$ cat config.mk
export PLATFORM = sky130hd
export DESIGN_NAME = svc_rv_mem_arbiter
export DESIGN_NICKNAME = d
export VERILOG_FILES = /design/src/rtl/svc_rv_mem_arb_pkg.sv /design/src/rtl/svc_rv_mem_arb_pick.sv /design/src/rtl/svc_rv_mem_arbiter.sv
export SDC_FILE = /design/constraint.sdc
export NUM_CORES = 1
export LEC_CHECK = 0
export CAP_MARGIN = 20
export CORE_AREA = 4 4 117 119
export CTS_BUF_LIST = sky130_fd_sc_hd__clkbuf_4 sky130_fd_sc_hd__clkbuf_8 sky130_fd_sc_hd__clkbuf_16
export CTS_CLUSTER_SIZE = 10
export DETAILED_ROUTE_END_ITERATION = 10
export DIE_AREA = 0 0 121 123
export GPL_ROUTABILITY_DRIVEN = 1
export PLACE_DENSITY = 0.58
export SLEW_MARGIN = 40
export SYNTH_ARGS = -nofsm -noshare
export SYNTH_HDL_FRONTEND = slang
export SYNTH_HIERARCHICAL = 1
export SYNTH_SLANG_ARGS = --single-unit
$ cat constraint.sdc
create_clock -name i_clk -period 2.6 [get_ports i_clk]
set_clock_uncertainty 0.05 [all_clocks]
set_input_delay 0.52 -clock i_clk [delete_from_list [all_inputs] [get_ports i_clk]]
set_output_delay 0.52 -clock i_clk [all_outputs]
set_load 0.02 [all_outputs]
$ cat src/rtl/svc_rv_mem_arb_pkg.sv
// svc_rv_mem_arb_pkg
// Shared types and helpers for the svc_rv unified-memory arbiter.
//   owner_t            : tag recording which port owns the read response in flight
//   starve_cnt_width() : bit width needed to count 0..starve_max
package svc_rv_mem_arb_pkg;

  // Owner of the SRAM read issued in the previous cycle.
  typedef enum logic [1:0] {
    OWN_NONE = 2'd0,
    OWN_IMEM = 2'd1,
    OWN_DMEM = 2'd2
  } owner_t;

  // Legal range of the starvation bound.
  localparam int unsigned STARVE_MAX_MIN = 1;
  localparam int unsigned STARVE_MAX_LIM = 15;

  function automatic int unsigned starve_cnt_width(input int unsigned starve_max);
    return $clog2(starve_max + 1);
  endfunction

endpackage

$ cat src/rtl/svc_rv_mem_arb_pick.sv
// svc_rv_mem_arb_pick
// Grant selection between the fetch (imem) and data (dmem) ports plus the
// starvation counter that bounds how long fetch can be held off by data.
// Ports:
//   i_clk, i_rst_n           : clock, synchronous active-low reset
//   i_imem_req, i_dmem_req   : requests from the two ports
//   o_imem_gnt, o_dmem_gnt   : one-hot-or-zero grants, combinational
module svc_rv_mem_arb_pick
  import svc_rv_mem_arb_pkg::*;
#(
  parameter int unsigned STARVE_MAX = 4
) (
  input  logic i_clk,
  input  logic i_rst_n,
  input  logic i_imem_req,
  input  logic i_dmem_req,
  output logic o_imem_gnt,
  output logic o_dmem_gnt
);

  localparam int unsigned SW = starve_cnt_width(STARVE_MAX);
  localparam logic [SW-1:0] SMAX = SW'(STARVE_MAX);

  logic [SW-1:0] r_starve_cnt;
  logic [SW-1:0] w_starve_cnt_next;
  logic          w_imem_turn;

  // Fetch takes the slot once data has won STARVE_MAX times in a row over it.
  assign w_imem_turn = (r_starve_cnt == SMAX);

  // Grants are forced low while reset is asserted.
  always_comb begin
    o_imem_gnt = 1'b0;
    o_dmem_gnt = 1'b0;
    if (i_rst_n) begin
      if (i_imem_req && i_dmem_req) begin
        if (w_imem_turn) begin
          o_imem_gnt = 1'b1;
        end else begin
          o_dmem_gnt = 1'b1;
        end
      end else if (i_imem_req) begin
        o_imem_gnt = 1'b1;
      end else if (i_dmem_req) begin
        o_dmem_gnt = 1'b1;
      end
    end
  end

  // Counts consecutive data wins while fetch is waiting; saturates at SMAX.
  always_comb begin
    w_starve_cnt_next = r_starve_cnt;
    if (o_imem_gnt || !i_imem_req) begin
      w_starve_cnt_next = '0;
    end else if (o_dmem_gnt && (r_starve_cnt != SMAX)) begin
      w_starve_cnt_next = r_starve_cnt + 1'b1;
    end
  end

  always_ff @(posedge i_clk) begin
    if (!i_rst_n) begin
      r_starve_cnt <= '0;
    end else begin
      r_starve_cnt <= w_starve_cnt_next;
    end
  end

endmodule

$ cat src/rtl/svc_rv_mem_arbiter.sv
// svc_rv_mem_arbiter
// Shares one single-port synchronous SRAM (1-cycle read latency) between the
// svc_rv instruction-fetch port and the data port. At most one request is
// granted per cycle; read data is routed back to its owner the next cycle.
// Optional build macro: SVC_RV_MEM_ARB_STATS_EN adds conflict / fetch-wait
// counters as extra output ports.
// Ports:
//   i_clk, i_rst_n                        : clock, synchronous active-low reset
//   i_imem_req/addr, o_imem_gnt           : fetch request side
//   o_imem_rvalid/rdata                   : fetch response
//   i_dmem_req/we/addr/wdata/wstrb        : data request side
//   o_dmem_gnt, o_dmem_rvalid/rdata       : data grant and response
//   o_mem_ren/raddr, i_mem_rdata          : SRAM read port
//   o_mem_we/waddr/wdata/wstrb            : SRAM write port
//   o_stat_conflicts, o_stat_imem_wait    : wrapping statistics (macro only)
module svc_rv_mem_arbiter
  import svc_rv_mem_arb_pkg::*;
#(
  parameter int unsigned AW         = 32,
  parameter int unsigned DW         = 32,
  parameter int unsigned STARVE_MAX = 4
) (
  input  logic            i_clk,
  input  logic            i_rst_n,
  // Fetch port
  input  logic            i_imem_req,
  input  logic [AW-1:0]   i_imem_addr,
  output logic            o_imem_gnt,
  output logic            o_imem_rvalid,
  output logic [DW-1:0]   o_imem_rdata,
  // Data port
  input  logic            i_dmem_req,
  input  logic            i_dmem_we,
  input  logic [AW-1:0]   i_dmem_addr,
  input  logic [DW-1:0]   i_dmem_wdata,
  input  logic [DW/8-1:0] i_dmem_wstrb,
  output logic            o_dmem_gnt,
  output logic            o_dmem_rvalid,
  output logic [DW-1:0]   o_dmem_rdata,
  // SRAM side
  output logic            o_mem_ren,
  output logic [AW-1:0]   o_mem_raddr,
  input  logic [DW-1:0]   i_mem_rdata,
  output logic            o_mem_we,
  output logic [AW-1:0]   o_mem_waddr,
  output logic [DW-1:0]   o_mem_wdata,
  output logic [DW/8-1:0] o_mem_wstrb
`ifdef SVC_RV_MEM_ARB_STATS_EN
  ,
  output logic [31:0]     o_stat_conflicts,
  output logic [31:0]     o_stat_imem_wait
`endif
);

  logic   w_imem_gnt;
  logic   w_dmem_gnt;
  owner_t r_owner;
  owner_t w_owner_next;

  svc_rv_mem_arb_pick #(
    .STARVE_MAX (STARVE_MAX)
  ) u_pick (
    .i_clk      (i_clk),
    .i_rst_n    (i_rst_n),
    .i_imem_req (i_imem_req),
    .i_dmem_req (i_dmem_req),
    .o_imem_gnt (w_imem_gnt),
    .o_dmem_gnt (w_dmem_gnt)
  );

  assign o_imem_gnt = w_imem_gnt;
  assign o_dmem_gnt = w_dmem_gnt;

  // SRAM request mux; everything is zero when nothing is granted.
  always_comb begin
    o_mem_ren   = 1'b0;
    o_mem_raddr = '0;
    o_mem_we    = 1'b0;
    o_mem_waddr = '0;
    o_mem_wdata = '0;
    o_mem_wstrb = '0;
    if (w_imem_gnt) begin
      o_mem_ren   = 1'b1;
      o_mem_raddr = i_imem_addr;
    end else if (w_dmem_gnt) begin
      if (i_dmem_we) begin
        o_mem_we    = 1'b1;
        o_mem_waddr = i_dmem_addr;
        o_mem_wdata = i_dmem_wdata;
        o_mem_wstrb = i_dmem_wstrb;
      end else begin
        o_mem_ren   = 1'b1;
        o_mem_raddr = i_dmem_addr;
      end
    end
  end

  // Owner of the read issued this cycle; writes and idle cycles leave no owner.
  always_comb begin
    w_owner_next = OWN_NONE;
    if (w_imem_gnt) begin
      w_owner_next = OWN_IMEM;
    end else if (w_dmem_gnt && !i_dmem_we) begin
      w_owner_next = OWN_DMEM;
    end
  end

  always_ff @(posedge i_clk) begin
    if (!i_rst_n) begin
      r_owner <= OWN_NONE;
    end else begin
      r_owner <= w_owner_next;
    end
  end

  // Gating with reset drops a response whose grant was followed by reset.
  assign o_imem_rvalid = i_rst_n && (r_owner == OWN_IMEM);
  assign o_dmem_rvalid = i_rst_n && (r_owner == OWN_DMEM);
  assign o_imem_rdata  = i_mem_rdata;
  assign o_dmem_rdata  = i_mem_rdata;

`ifdef SVC_RV_MEM_ARB_STATS_EN
  logic [31:0] r_stat_conflicts;
  logic [31:0] r_stat_imem_wait;

  always_ff @(posedge i_clk) begin
    if (!i_rst_n) begin
      r_stat_conflicts <= '0;
      r_stat_imem_wait <= '0;
    end else begin
      if (i_imem_req && i_dmem_req) begin
        r_stat_conflicts <= r_stat_conflicts + 32'd1;
      end
      if (i_imem_req && !w_imem_gnt) begin
        r_stat_imem_wait <= r_stat_imem_wait + 32'd1;
      end
    end
  end

  assign o_stat_conflicts = r_stat_conflicts;
  assign o_stat_imem_wait = r_stat_imem_wait;
`endif

endmodule

==> flow_summary_export.csv, run 1 <==
group,metric,value,unit
worst_setup_path,cp.required,2.03,ns
grt,antenna_found_initial,0,
drt,ant_nets,0,
status,outcome,"finished, final reports clean",
die,die_area,14900,um^2
worst_setup_path,timing.rr.start,"u_pick/r_starve_cnt[0]",
synthesis,synth_top_family_by_area,"simple AND/OR/NAND/NOR gates",
place,dp_hpwl,6500,um
run,maxCapViolCount,0,
pwr,cellLeakagePower,1.67,nW
drt,routed_wl,8300,um
worst_setup_path,rrSetupSlack,1.20,ns
die,io_pins,307,
finish,finalNetCount,572,
drt,drc_errors,0,
place,port_buffers,210,
cts,clk_latency,0.23,ns
finish,finalNonFillerCells,604,
sta,period_share,97.7,%
drt,viasPerCell,3.68,
die,start_util,13.8,%
grt,grt_max_degree,46,
grt,grtUsageTotal,9.78,%
sta,clock.fmax,394,MHz
pwr,vdd_drop_max,0.160,mV
worst_setup_path,worstSetupEndpoint,"o_mem_wdata[5]",
synthesis,synth_largest_area_cell,"buf_4",
sta,min_period,2.54,ns
synthesis,synth_seq_area_share,5.78,%
cts,h-tree-depth,1,
worst_setup_path,worstSetupStartpoint,"u_pick/r_starve_cnt[0]",
worst_setup_path,r2r-end,"r_owner[1]",
die,die_h,123,um
worst_setup_path,worstPathArrival,1.97,ns
drt,drt_iter0_markers,52,
place,place_area,3620,um^2
cts,numCtsBuffers,3,
place,place_inst,587,
finish,diodes,0,
synthesis,ys_types,21,
worst_setup_path,crit_path_end_kind,"primary output",
synthesis,ys_warn_count,6,
worst_setup_path,path_class,"flip-flop to primary output",
finish,nFillCells,1392,
synthesis,synthAdderAreaFrac,1.45,%
finish,drive_above_1_share,32.9,%
hold_path,hp-class,"flip-flop to flip-flop",
synthesis,synthSimpleGateAreaFrac,49.0,%
grt,grt_pass1_wl,11900,um
sta,slew_viol_final,0,
sta,relSlewSlack,83.5,%
synthesis,syn-num-nets,412,
synthesis,synth_compound_area_share,10.3,%
die,die_x,121,um
cts,clock-sinks,5,
finish,layout_common_cells,"clkdlybuf4s50_1 (104), and2_1 (65), buf_2 (58)",
drt,dr.pass1.iters,4,
sta,tightest_slew,0.247,ns
sta,finalSetupViolations,0,
cts,path_clk_slew,0.03,ns
synthesis,yosysTopAreaCellShare,28.2,%
die,core_area,12600,um^2
sta,hold_viol,0,
synthesis,yosys-top-cells-area,"buf_4 (28%), and2_1 (25%), nand2b_1 (13%)",
finish,design_area,3620,um^2
grt,grt_pass1_vias,2321,
synthesis,syn_area_per_cell,6.34,um^2
grt,grt_remaining_overflow,0,
cts,cts-root-buf,"clkbuf_16",
worst_setup_path,ff2ff_path_depth,6,
die,rows,41,
synthesis,synth_seq_cells,5,
synthesis,synthMuxAreaShare,0,%
synthesis,synth_area,1730,um^2
synthesis,synthXorXnorAreaFrac,0,%
place,place_congestion,0.700,
drt,vias,2225,
cts,cts_tree,"done",
finish,syn2layout_area_growth,109,%
hold_path,hold-path-cell-count,2,
cts,clock_path_buffers,2,
synthesis,netlist_instances,273,
finish,final_common_cell,"clkdlybuf4s50_1",
drt,wl_per_cell,13.7,um
worst_setup_path,path_max_fanout,11,
pwr,p_per_area,219,nW/um^2
worst_setup_path,worst_setup_path_start_kind,"flip-flop",
==> state kept, by name (all words and copies together), names as in the netlist <==
name,flops
r_owner,2
u_pick/r_starve_cnt,3
==> cells by family (layout without fill, tap and decap cells) <==
| group | count (synthesis) | in the layout |
|---|---|---|
| and+or+nand+nor | 148 | 148 |
| buffers and inverters | 83 | 242 |
| AOI/OAI and AO/OA | 35 | 35 |
| DFF | 5 | 5 |
| adders and majority gates | 2 | 2 |
==> worst min-delay path by stage <==
stage                      startpoint                endpoint  slack (ns)
2_1_floorplan  u_pick/r_starve_cnt[0]  u_pick/r_starve_cnt[0]        0.37
3_3_place_gp   u_pick/r_starve_cnt[0]  u_pick/r_starve_cnt[0]        0.45
3_5_place_dp   u_pick/r_starve_cnt[0]  u_pick/r_starve_cnt[0]        0.47
4_1_cts        u_pick/r_starve_cnt[0]  u_pick/r_starve_cnt[0]        0.47
5_1_grt        u_pick/r_starve_cnt[0]  u_pick/r_starve_cnt[0]        0.48
6_report       u_pick/r_starve_cnt[0]  u_pick/r_starve_cnt[0]        0.46
==> stage by stage <==
step | setup TNS (ns) | total power, mW | setup slack (ns) | util, % | hold WS [ns]
global placement | -62.81 | 0.534 | -0.676 | 28.8 | 0.452
finish | 0 | 0.792 | 0.0603 | 28.8 | 0.459
CTS | 0 | 0.804 | 0.000476 | 29.8 | 0.474
global route | -0.203 | 0.835 | -0.0105 | 28.8 | 0.482
detailed placement | -64.37 | 0.537 | -0.702 | 28.8 | 0.466
floorplan | 0 | 0.378 | 0.0149 | - | 0.374
==> area by class of cell <==
| class | instances | area, um^2 | area share [%] |
|---|---|---|---|
| sequential | 5 | 103 | 2.84 |
| inverter | 2 | 7.51 | 0.207 |
| timing repair buffer | 236 | 2100 | 58.0 |
| multi-input combinational | 185 | 1110 | 30.7 |
| clock buffer | 4 | 82.6 | 2.28 |
| tap | 172 | 215 | 5.95 |
==> worst max-delay path, cell delays in order, from the launching register on <==
cell and delay [ns]:
dfxtp_2 0.32, inv_1 0.06, ha_4 0.18, a21boi_4 0.18, nor2_4 0.05, and3b_2 0.29, buf_12 0.12, buf_6 0.11
clkbuf_16 0.15, and2_1 0.12, buf_2 0.16
==> power breakdown <==
| group | switching, mW | internal (mW) |
|---|---|---|
| sequential | 0.000796 | 0.0790 |
| clock | 0.0479 | 0.213 |
| combinational | 0.189 | 0.263 |
| total | 0.237 | 0.555 |
==> repair_timing <==
| action | CTS | global route |
|---|---|---|
| pin swaps | 2 | 3 |
| hold buffers | 0 | 0 |
| endpoints found under the setup margin | 104 | 101 |
| buffers inserted | 7 | 3 |
| resized for setup | 363 | 78 |
| cloned | 3 | 1 |
==> synthesized netlist by cell type <==
library cell,count
buf_6,2
nor2_1,2
and2_1,68
nand3_1,1
and4_1,1
clkbuf_1,8
a21boi_0,1
buf_4,65
dfxtp_1,5
or3b_1,1
inv_1,2
ha_1,2
and3b_1,2
a31oi_1,1
nand2_1,35
and4b_1,1
o21ai_0,32
nand2b_1,35
a21oi_1,1
buf_2,6
nor3b_1,2
==> metal layers <==
layer	track usage (%)	up-vias	wire length [um]
met1	10.6	961	3090
li1	-	1102	-
met4	3.82	0	226
met5	0	-	0
met2	18.4	132	4300
met3	2.20	30	679
No activity file was read; power rests on OpenSTA's default activity.
==> run 2, diff against run 1 <==
--- a/config.mk
+++ b/config.mk
@@ -5,7 +5,7 @@
 export SDC_FILE = /design/constraint.sdc
 export NUM_CORES = 1
 export LEC_CHECK = 0
-export CAP_MARGIN = 20
+export CAP_MARGIN = 10
 export CORE_AREA = 4 4 117 119
 export CTS_BUF_LIST = sky130_fd_sc_hd__clkbuf_4 sky130_fd_sc_hd__clkbuf_8 sky130_fd_sc_hd__clkbuf_16
 export CTS_CLUSTER_SIZE = 10
==> results of run 2 <==
Final layout, timing and power as in run 1 (identical DEF).
